==> config.mk <==
export PLATFORM = sky130hd
export DESIGN_NAME = alu_mc
export DESIGN_NICKNAME = d
export VERILOG_FILES = /design/src/rtl/alu_pkg.sv /design/src/rtl/alu_mul_iter.sv /design/src/rtl/alu_mc.sv
export SDC_FILE = /design/constraint.sdc
export NUM_CORES = 2
export LEC_CHECK = 0
export BUFFER_PORTS_ARGS = -buffer_cell sky130_fd_sc_hd__buf_2
export CORE_MARGIN = 4
export CORE_UTILIZATION = 42
export DETAILED_ROUTE_END_ITERATION = 8
export HOLD_SLACK_MARGIN = 0.05
export PLACE_DENSITY = 0.68
export SETUP_SLACK_MARGIN = 0.02
export SKIP_CTS_REPAIR_TIMING = 1
export SYNTH_ARGS = -nofsm -noshare
export SYNTH_HDL_FRONTEND = slang
export SYNTH_SLANG_ARGS = --single-unit
==> constraint.sdc <==
create_clock -name clk -period 7.2 [get_ports clk]
set_clock_uncertainty 0.1 [all_clocks]
set_input_delay 0.36 -clock clk [delete_from_list [all_inputs] [get_ports clk]]
set_output_delay 0.36 -clock clk [all_outputs]
set_load 0.05 [all_outputs]
==> src/rtl/alu_pkg.sv <==
// Shared definitions for the multi-cycle ALU: op codes, FSM states and the flag bundle.
package alu_pkg;

    localparam logic [3:0] OP_AND    = 4'b0000;
    localparam logic [3:0] OP_OR     = 4'b0001;
    localparam logic [3:0] OP_ADD    = 4'b0010;
    localparam logic [3:0] OP_SUB    = 4'b0110;
    localparam logic [3:0] OP_PASS_B = 4'b0111;
    localparam logic [3:0] OP_NOR    = 4'b1100;
    localparam logic [3:0] OP_LSL    = 4'b1000;
    localparam logic [3:0] OP_LSR    = 4'b1001;
    localparam logic [3:0] OP_MUL    = 4'b1010;

    typedef enum logic [0:0] {
        S_IDLE,
        S_MUL
    } state_e;

    typedef struct packed {
        logic n;
        logic z;
        logic c;
        logic v;
    } flags_t;

endpackage

==> src/rtl/alu_mul_iter.sv <==
// Iterative shift-add multiplier: low WIDTH bits of a*b, done asserted on the WIDTH-th step.
module alu_mul_iter #(
    parameter int unsigned WIDTH = 64
) (
    input  logic             clk,
    input  logic             reset,
    input  logic             start,
    input  logic [WIDTH-1:0] a,
    input  logic [WIDTH-1:0] b,
    output logic             busy,
    output logic             done,
    output logic [WIDTH-1:0] product
);

    localparam int unsigned CntW = $clog2(WIDTH);
    localparam logic [CntW-1:0] LastCnt = CntW'(WIDTH - 1);

    logic [WIDTH-1:0] a_q, a_d, b_q, b_d, acc_q, acc_d;
    logic [CntW-1:0]  cnt_q, cnt_d;
    logic             busy_q, busy_d;

    // product already includes the current step so the top can capture it on the final edge
    assign product = acc_q + (b_q[0] ? a_q : '0);
    assign done    = busy_q && (cnt_q == LastCnt);
    assign busy    = busy_q;

    always_comb begin
        a_d    = a_q;
        b_d    = b_q;
        acc_d  = acc_q;
        cnt_d  = cnt_q;
        busy_d = busy_q;
        if (start) begin
            a_d    = a;
            b_d    = b;
            acc_d  = '0;
            cnt_d  = '0;
            busy_d = 1'b1;
        end else if (busy_q) begin
            acc_d = product;
            a_d   = a_q << 1;
            b_d   = b_q >> 1;
            cnt_d = cnt_q + 1'b1;
            if (done) begin
                busy_d = 1'b0;
            end
        end
    end

    always_ff @(posedge clk) begin
        if (reset) begin
            a_q    <= '0;
            b_q    <= '0;
            acc_q  <= '0;
            cnt_q  <= '0;
            busy_q <= 1'b0;
        end else begin
            a_q    <= a_d;
            b_q    <= b_d;
            acc_q  <= acc_d;
            cnt_q  <= cnt_d;
            busy_q <= busy_d;
        end
    end

endmodule

==> src/rtl/alu_mc.sv <==
// Multi-cycle ALU with NZCV flags, valid/ready handshakes and an iterative MUL.
module alu_mc
    import alu_pkg::*;
#(
    parameter int unsigned WIDTH = 64
) (
    input  logic             clk,
    input  logic             reset,
    input  logic             in_valid,
    output logic             in_ready,
    input  logic [WIDTH-1:0] a,
    input  logic [WIDTH-1:0] b,
    input  logic [3:0]       op,
    output logic             out_valid,
    input  logic             out_ready,
    output logic [WIDTH-1:0] result,
    output logic             z_flag,
    output logic             n_flag,
    output logic             c_flag,
    output logic             v_flag,
    output logic             op_err
);

    localparam int unsigned ShW = $clog2(WIDTH);

    state_e           state_q, state_d;
    logic             out_valid_q, out_valid_d;
    logic [WIDTH-1:0] result_q, result_d;
    flags_t           flags_q, flags_d;
    logic             op_err_q, op_err_d;

    logic             is_sub, accept, mul_start, mul_busy, mul_done;
    logic [WIDTH:0]   sum;
    logic [ShW-1:0]   shamt;
    logic [WIDTH-1:0] res_c, mul_product;
    logic             err_c, c_c, v_c;

    // SUB reuses the adder as a + ~b + 1, so carry-out is the ARM no-borrow flag
    assign is_sub = (op == OP_SUB);
    assign sum    = {1'b0, a} + {1'b0, (is_sub ? ~b : b)} + {{WIDTH{1'b0}}, is_sub};
    assign shamt  = b[ShW-1:0];

    always_comb begin
        res_c = '0;
        err_c = 1'b0;
        c_c   = 1'b0;
        v_c   = 1'b0;
        case (op)
            OP_AND:    res_c = a & b;
            OP_OR:     res_c = a | b;
            OP_ADD: begin
                res_c = sum[WIDTH-1:0];
                c_c   = sum[WIDTH];
                v_c   = (a[WIDTH-1] == b[WIDTH-1]) && (sum[WIDTH-1] != a[WIDTH-1]);
            end
            OP_SUB: begin
                res_c = sum[WIDTH-1:0];
                c_c   = sum[WIDTH];
                v_c   = (a[WIDTH-1] != b[WIDTH-1]) && (sum[WIDTH-1] != a[WIDTH-1]);
            end
            OP_PASS_B: res_c = b;
            OP_NOR:    res_c = ~(a | b);
            OP_LSL:    res_c = a << shamt;
            OP_LSR:    res_c = a >> shamt;
            OP_MUL:    res_c = '0;
            default:   err_c = 1'b1;
        endcase
    end

    assign in_ready  = (state_q == S_IDLE) && !mul_busy && (!out_valid_q || out_ready);
    assign accept    = in_valid && in_ready;
    assign mul_start = accept && (op == OP_MUL);

    alu_mul_iter #(
        .WIDTH (WIDTH)
    ) u_mul (
        .clk     (clk),
        .reset   (reset),
        .start   (mul_start),
        .a       (a),
        .b       (b),
        .busy    (mul_busy),
        .done    (mul_done),
        .product (mul_product)
    );

    always_comb begin
        state_d     = state_q;
        out_valid_d = out_valid_q;
        result_d    = result_q;
        flags_d     = flags_q;
        op_err_d    = op_err_q;
        if (out_valid_q && out_ready) begin
            out_valid_d = 1'b0;
        end
        case (state_q)
            S_IDLE: begin
                if (mul_start) begin
                    state_d = S_MUL;
                end else if (accept) begin
                    out_valid_d = 1'b1;
                    result_d    = res_c;
                    flags_d     = '{n: res_c[WIDTH-1], z: (res_c == '0), c: c_c, v: v_c};
                    op_err_d    = err_c;
                end
            end
            S_MUL: begin
                if (mul_done) begin
                    state_d     = S_IDLE;
                    out_valid_d = 1'b1;
                    result_d    = mul_product;
                    flags_d     = '{n: mul_product[WIDTH-1], z: (mul_product == '0),
                                    c: 1'b0, v: 1'b0};
                    op_err_d    = 1'b0;
                end
            end
            default: state_d = S_IDLE;
        endcase
    end

    always_ff @(posedge clk) begin
        if (reset) begin
            state_q     <= S_IDLE;
            out_valid_q <= 1'b0;
            result_q    <= '0;
            flags_q     <= '0;
            op_err_q    <= 1'b0;
        end else begin
            state_q     <= state_d;
            out_valid_q <= out_valid_d;
            result_q    <= result_d;
            flags_q     <= flags_d;
            op_err_q    <= op_err_d;
        end
    end

    assign out_valid = out_valid_q;
    assign result    = result_q;
    assign n_flag    = flags_q.n;
    assign z_flag    = flags_q.z;
    assign c_flag    = flags_q.c;
    assign v_flag    = flags_q.v;
    assign op_err    = op_err_q;

endmodule
==> summary.md <==
| Metric | Value |
|---|---|
| P per Cell Area | `164.7 mW/mm^2` |
| Remaining routing DRC violations | `0` |
| Slew Limit Fails | `0` |
| Psw | `between 2000 and 2500 uW` |
| Initial DRT Pass Iterations | `6` |
| Post-Synthesis Net Count | `4465` |
| Detailed placement HPWL | `134300 um` |
| Hold Fails Final Rpt | `0` |
| DR vias | `36240` |
| Worst Path Arrival | `6.84 ns` |
| CTS tree | `built` |
| # IOs | `207` |
| Via density | `approximately 7.0` |
| Fin cells | `just over 5000` |
| CTS buffer count | `35` |
| Worst Path Required | `7.60 ns` |
| Row count | `100` |
| Clk slew on worst S/H paths | `0.06 ns` |
| Fmax | `155.3 MHz` |
| I/O Buffers | `between 200 and 250` |
| CP most frequent cell | `nand4_1` |
| Cell Area, Synth | `0.03156 sq mm` |
| Die width | `282.1 um` |
| CP delay by family, top | `simple AND/OR/NAND/NOR gates` |
| Status | `finished, final reports clean` |
| Switching Share | `41.84%` |
| Ys flop type | `dfxtp_1` |
| Clk sinks | `269` |
| Initial antenna violation count | `15` |
| CP Cell Sequence | `clkbuf_8 > buf_4 > buf_4 > mux4_2 > mux2_2 > mux2i_1 > nor2_1 > o21ai_0 > nand4_1 > nor4_1 > nand4_1 > nor4_1 > nand4_1 > or4_1 > or4_1 > o211ai_2` |
| DRT antenna net count | `0` |
| Detailed Route Iter0 Violations | `5342` |
| Slew Limit Headroom | `9.125%` |
| Core Area | `0.07445 sq mm` |
| Clock Path Buffers | `3` |
| CP Max Fanout | `31` |
| Fillers | `7618` |
| Final setup fails | `0` |
| Skew-Pair Late Insertion Delay | `0.61 ns` |
| # H-tree levels | `2` |
| CP max stage delay | `around 0.75 ns` |
| Hold Path Class | `in -> reg` |
| Final worst path period share | `89.45%` |
| Die height | `about 280 um` |
| Die area | `roughly 0.080 sq mm` |
| Vias in the first global route | `33760` |
| Root Buffer | `clkbuf_16` |
| Final Critical Period | `6.440 ns` |
| Cells after Synth | `4180` |
| Max Cap Viol | `0` |
| Setup TNS Final | `0 ns` |
| Reg power frac | `a little over a quarter` |
| Gr usage total | `between 40% and 50%` |
| P&R area growth vs syn | `10.53%` |
| Leakage power | `0.01340 uW` |
| Synth warn | `0` |
| Startpoint Class | `primary input` |
| P_int | `3342 uW` |
| Reg area | `between 0.005 and 0.006 sq mm` |
| Drt wl/cell | `33.85 um` |
| Clock share of power | `33.6%` |
| Share of cells above drive strength 1 | `15.36%` |
| Critical path capture point type | `flop` |
| Combinational Power Share | `39.4%` |
| Gp weighted congestion | `1.121` |
| Initial Util | `42.40%` |
| Multi-input logic area | `0.02454 sq mm` |
| VDD IR max | `~0.19 mV` |
| Worst slew pin tran | `1.363 ns` |
| RSZ-0062 raised after global routing | `false` |
| Synth top area share | `17.06%` |
| CP max-delay cell | `o21ai_0` |
| Syn_area_per_cell | `7.551 sq um` |
| Largest cells by area after synthesis | `dfxtp_1 (17%), mux2i_1 (8.1%), mux4_2 (7.1%)` |
| Global route total overflow | `0` |
| Seq/Total Area, Yosys | `between 10% and 20%` |
| Post-layout nets | `4486` |
| First-pass GRT wire length | `246600 um` |
| Yosys reg bits | `between 200 and 300` |
| Routed WL | `about 180000 um` |
| Synth cell types | `88` |
| Setup CP Type | `in -> reg` |
| CP bufs+invs | `3` |
| Number of synthesized flops with an enable pin | `0` |
| Async SR Flop Fraction | `0%` |
| Dpl cells | `5131` |
| Yosys top cell by area | `dfxtp_1` |
| Largest net degree at the start of global routing | `114` |
-- per-layer routing --
layer	track usage (%)	wire length, um	vias up
met5	0	190	-
met2	63.59	74430	2388
met3	11.18	19650	620
met1	54.83	69130	17440
li1	-	-	15770
met4	24.04	12520	22
-- power by group through the flow --
stage               clock network [uW]  registers, uW  logic [uW]
floorplan                            0           1650        1180
global placement                     0           1590        2160
detailed placement                   0           1590        2140
CTS                               1950           1560        2150
global route                      2010           1560        2320
finish                            1930           1560        2260
-- through the flow --
| step | setup slack, ns | total power (uW) | util [%] | hold WS (ns) | area [sq um] |
|---|---|---|---|---|---|
| 6_report | 0.7599 | 5746 | 46.86 | 0.01832 | 34890 |
| 5_1_grt | 0.6152 | 5891 | 46.85 | 0.05447 | 34880 |
| 4_1_cts | 0.9912 | 5658 | 46.83 | -0.08461 | 34860 |
| 3_5_place_dp | 0.4039 | 3731 | 45.20 | 0.3452 | 33650 |
| 3_3_place_gp | 0.4758 | 3747 | 45.19 | 0.3339 | 33640 |
| 2_1_floorplan | 0.9480 | 2833 | - | 0.3360 | 31560 |
-- placed cells by master (no fill, tap or decap), types with 27 or more instances in the layout --
cell type / synthesis / final
xor2_1: 105 / 105
nor3_1: 91 / 87
nor2_1: 451 / 447
buf_4: 8 / 154
nand2_1: 458 / 457
dfxtp_1: 269 / 268
nor4_1: 29 / 29
buf_2: 20 / 203
mux2i_1: 257 / 257
ha_1: 147 / 147
mux4_2: 100 / 100
a211oi_1: 112 / 112
a21oi_1: 361 / 361
o21a_1: 28 / 28
mux2_2: 73 / 73
and2_1: 74 / 74
nand2b_1: 27 / 27
nand4_1: 80 / 80
a221oi_1: 43 / 43
inv_1: 42 / 42
xnor2_1: 59 / 59
o31ai_1: 38 / 38
a21o_1: 51 / 51
a22oi_1: 134 / 134
maj3_1: 48 / 48
o21ai_0: 192 / 192
clkbuf_16: 0 / 35
o211ai_1: 54 / 54
a31oi_1: 32 / 32
nand3_1: 67 / 67
o22ai_1: 32 / 32
-- flip-flops by register name, indices dropped and copies added, names as in the netlist --
name,flops
c_flag,1
op_err,1
out_valid,1
result,64
state_q,1
u_mul.a_q,64
u_mul.acc_q,64
u_mul.b_q,64
u_mul.busy,1
u_mul.cnt_q,6
v_flag,1
z_flag,1
-- cell usage after synthesis (all sizes together) (29+ instances only) --
master  instances
nand2         458
nor2          451
a21oi         361
clkbuf        308
dfxtp         269
mux2i         257
o21ai         194
ha            147
a22oi         134
a211oi        112
xor2          105
mux4          100
nor3           91
nand4          80
and2           75
buf            75
mux2           74
nand3          67
xnor2          59
o211ai         55
a21o           51
maj3           48
inv            45
a221oi         43
o31ai          38
a31oi          32
o22ai          32
nor4           29
-- worst min-delay path: cells and delay by family --
| kind | cells | cell delay, ns |
|---|---|---|
| AO/OA/AOI/OAI | 2 | 0.19 |
| buffers and inverters | 1 | 0.14 |
-- logic make-up (layout without fill, tap and decap cells) --
| group | count (synthesis) | after routing | share of synthesized area, % |
|---|---|---|---|
| AND/OR/NAND/NOR | 1402 | 1402 | 20.32 |
| AO/OA/AOI/OAI | 1288 | 1288 | 27.23 |
| multiplexers | 431 | 431 | 17.93 |
| buffers and inverters | 429 | 474 | 5.443 |
| flip-flops | 269 | 269 | 17.06 |
| adder cells (fa/ha/maj) | 197 | 197 | 7.476 |
| XOR/XNOR | 164 | 164 | 4.551 |
| other | 0 | 3 | 0 |
-- final cells by class --
type                    count  share of cell area [%]
well taps                 969                   3.475
multi-input cells        3482                   70.33
clock inverters            19                  0.7746
clock buffers              42                   2.700
flip-flops and latches    269                   15.45
inverters                  45                  0.4913
repair buffers            368                   6.757
diodes                      3                 0.02152
-- path summary, 6_finish.rpt --
check / slack [ns] / startpoint / endpoint / depth (start not counted)
worst max-delay path: 0.76 / b[0] / z_flag / 16
worst min-delay path: 0.02 / b[47] / u_mul.b_q[47] / 3
worst max register to register: 1.20 / u_mul.b_q[0] / z_flag / 16
worst min register to register: 0.35 / result[24] / result[24] / 2
Power figures use the tool's default switching activity.
